--- config.mk ---
export PLATFORM = sky130hd
export DESIGN_NAME = bist_transmitter
export DESIGN_NICKNAME = d
export VERILOG_FILES = /design/src/rtl/bist_pkg.sv /design/src/rtl/lfsr32.sv /design/src/rtl/bist_transmitter.sv
export SDC_FILE = /design/constraint.sdc
export NUM_CORES = 1
export LEC_CHECK = 0
export ABC_AREA = 1
export CAP_MARGIN = 0
export CORE_UTILIZATION = 45
export CTS_BUF_LIST = sky130_fd_sc_hd__clkbuf_4
export DETAILED_ROUTE_END_ITERATION = 6
export PLACE_DENSITY_LB_ADDON = 0.12
export SLEW_MARGIN = 30
export SYNTH_ARGS = -nofsm -noshare
export SYNTH_HDL_FRONTEND = slang
export SYNTH_SLANG_ARGS = --single-unit
--- constraint.sdc ---
create_clock -name clk -period 2.3 [get_ports clk]
set_input_delay 0.345 -clock clk [delete_from_list [all_inputs] [get_ports clk]]
set_output_delay 0.345 -clock clk [all_outputs]
set_load 0.005 [all_outputs]
--- src/rtl/bist_pkg.sv ---
// Shared constants and the controller state type for the BIST pattern transmitter.
package bist_pkg;

    localparam int LFSR_WIDTH = 32;
    localparam int CNT_WIDTH  = 32;

    typedef enum logic [1:0] {
        IDLE = 2'd0,
        RUN  = 2'd1,
        DONE = 2'd2
    } state_t;

endpackage

--- src/rtl/lfsr32.sv ---
// 32-bit Fibonacci LFSR, polynomial x^32 + x^22 + x^2 + x + 1, synchronously reloaded with SEED.
module lfsr32
    import bist_pkg::*;
#(
    parameter logic [LFSR_WIDTH-1:0] SEED = 32'hdeadbeef
) (
    input  logic                  clk,
    input  logic                  reset,
    output logic [LFSR_WIDTH-1:0] n
);

    logic w_feedback;

    assign w_feedback = n[31] ^ n[21] ^ n[1] ^ n[0];

    // NOTE: sequential state uses non-blocking assignments so every register samples pre-edge values.
    always_ff @(posedge clk) begin
        if (reset) begin
            n <= SEED;
        end else begin
            n <= {n[LFSR_WIDTH-2:0], w_feedback};
        end
    end

endmodule

--- src/rtl/bist_transmitter.sv ---
// BIST pattern transmitter: shifts TEST_CASES LFSR words into a TEST_CHANNELS-wide bus.
// Optional macro BIST_ERROR_INJECT_EN adds inject_error, which flips bit 0 of the word shifted in.
module bist_transmitter
    import bist_pkg::*;
#(
    parameter int                    TEST_CHANNELS = 70,
    parameter logic [LFSR_WIDTH-1:0] SEED          = 32'hdeadbeef,
    parameter int                    TEST_CASES    = 1000
) (
    input  logic                     clk,
    input  logic                     reset,
    input  logic                     start,
    output logic [TEST_CHANNELS-1:0] output_channels,
    output logic                     busy,
    output logic                     done
`ifdef BIST_ERROR_INJECT_EN
    ,
    input  logic                     inject_error
`endif
);

    localparam logic [CNT_WIDTH-1:0] LP_CASES = CNT_WIDTH'(TEST_CASES);

    state_t                   r_state;
    state_t                   w_state_next;
    logic [CNT_WIDTH-1:0]     r_count;
    logic [CNT_WIDTH-1:0]     w_count_inc;
    logic [TEST_CHANNELS-1:0] r_out;
    logic [TEST_CHANNELS-1:0] w_out_shifted;
    logic [LFSR_WIDTH-1:0]    w_lfsr;
    logic [LFSR_WIDTH-1:0]    w_word;
    logic                     w_lfsr_reset;

    // The LFSR sits at SEED outside RUN, so every run starts from the same sequence.
    assign w_lfsr_reset = reset | (r_state != RUN);

    lfsr32 #(
        .SEED (SEED)
    ) u_lfsr (
        .clk   (clk),
        .reset (w_lfsr_reset),
        .n     (w_lfsr)
    );

`ifdef BIST_ERROR_INJECT_EN
    assign w_word = w_lfsr ^ {{(LFSR_WIDTH-1){1'b0}}, inject_error};
`else
    assign w_word = w_lfsr;
`endif

    assign w_count_inc   = r_count + CNT_WIDTH'(1);
    // Concatenation then truncation: (out << 32) | word, sized to the bus for any width.
    assign w_out_shifted = TEST_CHANNELS'({r_out, w_word});

    always_ff @(posedge clk) begin
        if (reset) begin
            r_state <= IDLE;
        end else begin
            r_state <= w_state_next;
        end
    end

    // NOTE: default assignment first so no path through this block can infer a latch.
    always_comb begin
        w_state_next = r_state;
        case (r_state)
            IDLE: if (start) w_state_next = (LP_CASES == '0) ? DONE : RUN;
            RUN:  if (w_count_inc == LP_CASES) w_state_next = DONE;
            DONE: if (!start) w_state_next = IDLE;
            default: w_state_next = IDLE;
        endcase
    end

    always_comb begin
        busy = (r_state == RUN);
        done = (r_state == DONE);
    end

    always_ff @(posedge clk) begin
        if (reset) begin
            r_out   <= '0;
            r_count <= '0;
        end else begin
            case (r_state)
                IDLE: begin
                    if (start) begin
                        r_out   <= '0;
                        r_count <= '0;
                    end
                end
                RUN: begin
                    r_out   <= w_out_shifted;
                    r_count <= w_count_inc;
                end
                default: ;
            endcase
        end
    end

    assign output_channels = r_out;

endmodule

Yosys cells after proc, flatten, opt, wreduce, memory -nomap -nowiden
Cells that the tools add are included.
{ "classes": {"shifts": 0, "mul": 0, "n_reduce_logical": 4, "n_div": 0, "addsub": 1, "bitwise_logic": 4, "order_cmp": 0, "n_eq_ne": 7, "mux": 8} }
{ "op_table": {"columns": ["op", "count"], "rows": [
  ["$pmux 70 s2", 1],
  ["$mux 70", 1],
  ["$pmux 32 s2", 1],
  ["$add 32x1->32 const B", 1],
  ["$eq 32x10->1 const B", 1],
  ["$mux 32", 1],
  ["$mux 2", 3],
  ["$pmux 2 s3", 1],
  ["$ne 2x1->1 const B", 2],
  ["$ne 2x2->1 const B", 2],
  ["$reduce_and 3->1", 1],
  ["$xor 1x1->1", 3],
  ["$eq 2x1->1 const B", 1],
  ["$eq 2x2->1 const B", 1],
  ["$logic_not 2->1", 1],
  ["$reduce_and 2->1", 1],
  ["$reduce_bool 2->1", 1],
  ["$or 1x1->1", 1]
]} }
{ "totals": {"latch_bits": 0, "output_inout_bits": 72, "regBits": 136, "mem_bits_ro": 0, "inputBits": 3, "elab_cells": 28, "mem_count": 0, "mem_bits_rw": 0} }

Logic depth before layout (Yosys ltp)
{ "depth": {"depth_word": 4, "ltp_mapped": 14, "mapped_depth_nobuf": 14} }

Modules after synthesis
A second synthesis with hierarchy kept.
{ "hier_totals": {"cells_unflattened": 710, "hier_area_um2": 5735.5} }
{ "modules_own_cells": {"columns": ["module", "cells_per_inst", "instances", "seq_area_each_um2", "area_per_inst_um2"], "rows": [
  ["bist_transmitter", 617, 1, 2082.0, 4805.9],
  ["lfsr32", 93, 1, 640.6, 929.6]
]} }

Worst setup path after synthesis
No wires, ideal clock.
{ "synth_path": {"path_type": "register -> register", "start": "register r_count[0]", "end": "register r_state[0]", "setup_ps": 113, "path_buffers": 0, "period_less_slack_ps": 1748, "arrival_time_ps": 1635, "t_required_ps": 2187, "stages_incl_launch_ff": 15, "setup_slack_ps": 552, "path_cell_list": "dfxtp_1 ha_1 nand2_2 nor2_8 nand2_4 nor2_4 nand2_1 nand2_1 nand2_1 nor2_1 nand2_1 nor2_2 nand3_1 nand2_1 nand2_1"} }
{ "synth_via": {"elab_chain_len": 4} }
{ "synth_rtl": {"columns": ["element", "line_no", "source"], "rows": [
  ["from (decl)", "bist_transmitter.sv:26", "logic [CNT_WIDTH-1:0] r_count;"],
  ["from (signal assigned)", "bist_transmitter.sv:93", "r_count <= w_count_inc;"],
  ["$add 32x1->32", "bist_transmitter.sv:51", "assign w_count_inc = r_count + CNT_WIDTH'(1);"],
  ["$eq 32x10->1", "bist_transmitter.sv:68", "RUN: if (w_count_inc == LP_CASES) w_state_next = DONE;"],
  ["$ne 2x1->1 (no source line)", null, null],
  ["$reduce_and 3->1 (no source line)", null, null],
  ["to (signal assigned)", "bist_transmitter.sv:59", "r_state <= w_state_next;"],
  ["to (decl)", "bist_transmitter.sv:24", "state_t r_state;"]
]} }
No other way between the ends.
A chain may end at the register's enable or synchronous reset.

Final worst setup path
{ "layout_path": {"start": "register r_state[0]", "end": "output busy"} }
{ "layout_via": {"elab_chain_len": 1} }
{ "layout_rtl": {"columns": ["element", "line_no", "source"], "rows": [
  ["$eq 2x1->1", "bist_transmitter.sv:75", "busy = (r_state == RUN);"],
  ["to (decl)", "bist_transmitter.sv:14", "output logic busy,"]
]} }
No other way between the ends.

==> flow_summary_export.csv <==
group,metric,value,unit
critical_path,worstPathMaxFanout,4,
critical_path,end_kind,"output port",
sta,rsz0062_at_grt,"no",
critical_path,criticalPathCategory,"flip-flop to output port",
synthesis,avgSynthCellArea,7.39,sq um
detailed_routing,routedWlPerCell,14.2,um
power_and_ir_drop,vdd_drop_max,419,uV
job,cap_violations,0,
detailed_routing,firstDrtPassIters,7,
global_route,gr-total-overflow,0,
cells_and_area,synthToLayoutAreaGrowth,22.8,%
clocking,worstSkewPairLatency,530,ps
detailed_routing,drtAntennaViolNets,0,
cells_and_area,nNetsFinal,836,
detailed_routing,drc,0,
global_route,grt_pass1_wl,23.9,mm
power_and_ir_drop,powerDensity,689,mW/mm^2
synthesis,ys_ff_latch,136,
cells_and_area,final_core_util,57.1,%
global_route,grt_max_degree,57,
critical_path,reg2reg_slack,250,ps
power_and_ir_drop,p_leak,2.70,nW
detailed_routing,viasPerCell,5.08,
global_route,grt_use_total,23.4,%
sta,fmaxAchievable,467,MHz
sta,setup_viol,0,
global_route,grt_pass1_vias,5008,
synthesis,synth.cell_area,0.00560,sq mm
floorplan,die_w,114,um
clocking,clk_pin_slew,120,ps
sta,period_minus_slack,2140,ps
critical_path,start_kind,"flip-flop",
detailed_routing,route.met3.wl,827,um
global_route,antenna_found_initial,0,
clocking,cts_setup_buffers,0,
detailed_routing,dr_wl_met2,6.76,mm
detailed_routing,drt_wl_total,14.4,mm
floorplan,num_rows,40,
floorplan,start_util,46.5,%
critical_path,cp.arrival,1800,ps
floorplan,core_area,0.0121,sq mm
cells_and_area,drive_gt1_share,8.18,%
sta,hold_viol,0,
power_and_ir_drop,power,0.00474,W
clocking,clk_path_buf_depth,2,
placement,dp_hpwl,9.68,mm
clocking,ctsRootBufferMaster,"clkbuf_4",
detailed_routing,route.layer.met1.wl,6.45,mm
placement,gp_congestion,0.968,
floorplan,dieArea,0.0129,sq mm
placement,dpl-instance-area,0.00655,sq mm
detailed_routing,vias,5141,
synthesis,synth-seq-area-share,48.6,%
synthesis,yosys_warnings,0,
cells_and_area,diodes,0,
sta,setup_tns,0,ps
clocking,htree_levels,4,
detailed_routing,highest_layer,"met4",
synthesis,synth_nets,763,
status,outcome,"completed",
clocking,cts_sinks,136,
floorplan,die_height,114,um
placement,port_buffers,74,
critical_path,required,1960,ps
floorplan,io_pins,75,
cells_and_area,fin_area,0.00688,sq mm
sta,timing_worst_slew_pin_value,656,ps
synthesis,syn_inst,758,
sta,drv_slew,0,
clocking,numCtsBuffers,17,
sta,post-route-period-util,93.1,%
sta,worst_clock_skew,17.6,ps
synthesis,yosysUniqueCellTypes,25,
clocking,cts_tree,"yes",
hold_path,hp-class,"input pin to flip-flop",
sta,slew-limit-headroom,56.3,%
detailed_routing,drt_iter0_drc,302,
## Yosys cell counts
master / n / area (sq um)
o32ai_1: 26 / 228
o21ai_1: 3 / 15.0
xnor2_1: 3 / 26.3
nand4_1: 4 / 25.0
clkbuf_1: 28 / 105
nand2_4: 2 / 22.5
buf_2: 2 / 10.0
nand3b_1: 12 / 90.1
nor2_8: 1 / 20.0
ha_1: 2 / 25.0
nand3_1: 51 / 255
and2_1: 1 / 6.26
nand2_1: 235 / 882
nor2_4: 7 / 78.8
nand2_2: 4 / 25.0
inv_1: 92 / 345
nor2_2: 6 / 37.5
a21oi_1: 31 / 155
dfxtp_1: 136 / 2720
inv_2: 3 / 11.3
o21ai_0: 35 / 175
a32o_1: 8 / 80.1
o22ai_1: 6 / 37.5
nor2_1: 56 / 210
buf_1: 4 / 15.0
## cells by family (layout without fill, tap and decap cells)
kind of cell	after synthesis	after routing	synth area share [%]
xor gates and xnor gates	3	3	0.469
DFF	136	136	48.6
adders and majority gates	2	2	0.446
AOI/OAI and AO/OA	109	109	12.3
buffers and inverters	129	215	8.68
and+or+nand+nor	379	379	29.5
## registers in the layout, summed over array words and instances (netlist names)
register and count:
r_state 2, u_lfsr.n 32, output_channels 70, r_count 32
## worst max-delay path: stages, from the launching register on
cell and delay (ps):
dfxtp_1 430, inv_1 110, nor2_4 200, clkdlybuf4s50_1 540
## metrics by stage
step	setup slack, ps	std cells	hold slack, ps
global route	15.2	1012	224
floorplan	552	758	400
global placement	317	980	410
finish	158	1012	244
detailed placement	278	980	413
CTS	93.6	1012	195
## cell type report
type / instances / area (sq um)
fill: 1151 / 5180
multi-input combinational: 493 / 2410
clock inverter: 14 / 194
timing repair buffer: 88 / 853
inverter: 95 / 357
clock buffer: 18 / 135
tap: 168 / 210
sequential: 136 / 2720
## power by group
group	leakage (nW)	switching (W)	internal (W)
combinational	1.43	0.000251	0.000182
clock	0.170	0.000925	0.000885
sequential	1.11	0.0000508	0.00245
total	2.70	0.00123	0.00351
## what timing repair did
| action | in CTS | in global routing |
|---|---|---|
| hold buffers | 0 | 0 |
| gates resized for setup | 1 | 0 |
| setup endpoints to repair | 1 | 0 |
## worst paths after layout
kind | from | endpoint | cells after the start
worst max-delay path | r_state[0] | busy | 3
worst min-delay path | reset | u_lfsr.n[9] | 4
worst max register to register | r_count[0] | r_state[0] | 14
worst min register to register | u_lfsr.n[25] | u_lfsr.n[26] | 2
## cells in the final DEF, fill, tap and decap left out, types with 5 or more instances in the layout
master / n
buf_4: 13
a21oi_1: 31
o22ai_1: 6
clkdlybuf4s50_1: 73
inv_1: 91
nand3_1: 51
o21ai_0: 35
a32o_1: 8
nand2_1: 235
o32ai_1: 26
nor2_1: 56
nand3b_1: 12
dfxtp_1: 136
nor2_4: 8
clkbuf_4: 18
nor2_2: 5
## routing by layer
metal  vias to the layer above  GRT usage [%]
met5                         -              0
met4                         0           10.4
met3                        23           5.53
li1                       2595              -
met1                      2387           29.7
met2                       136           37.8
(Power assumes the default switching activity.)
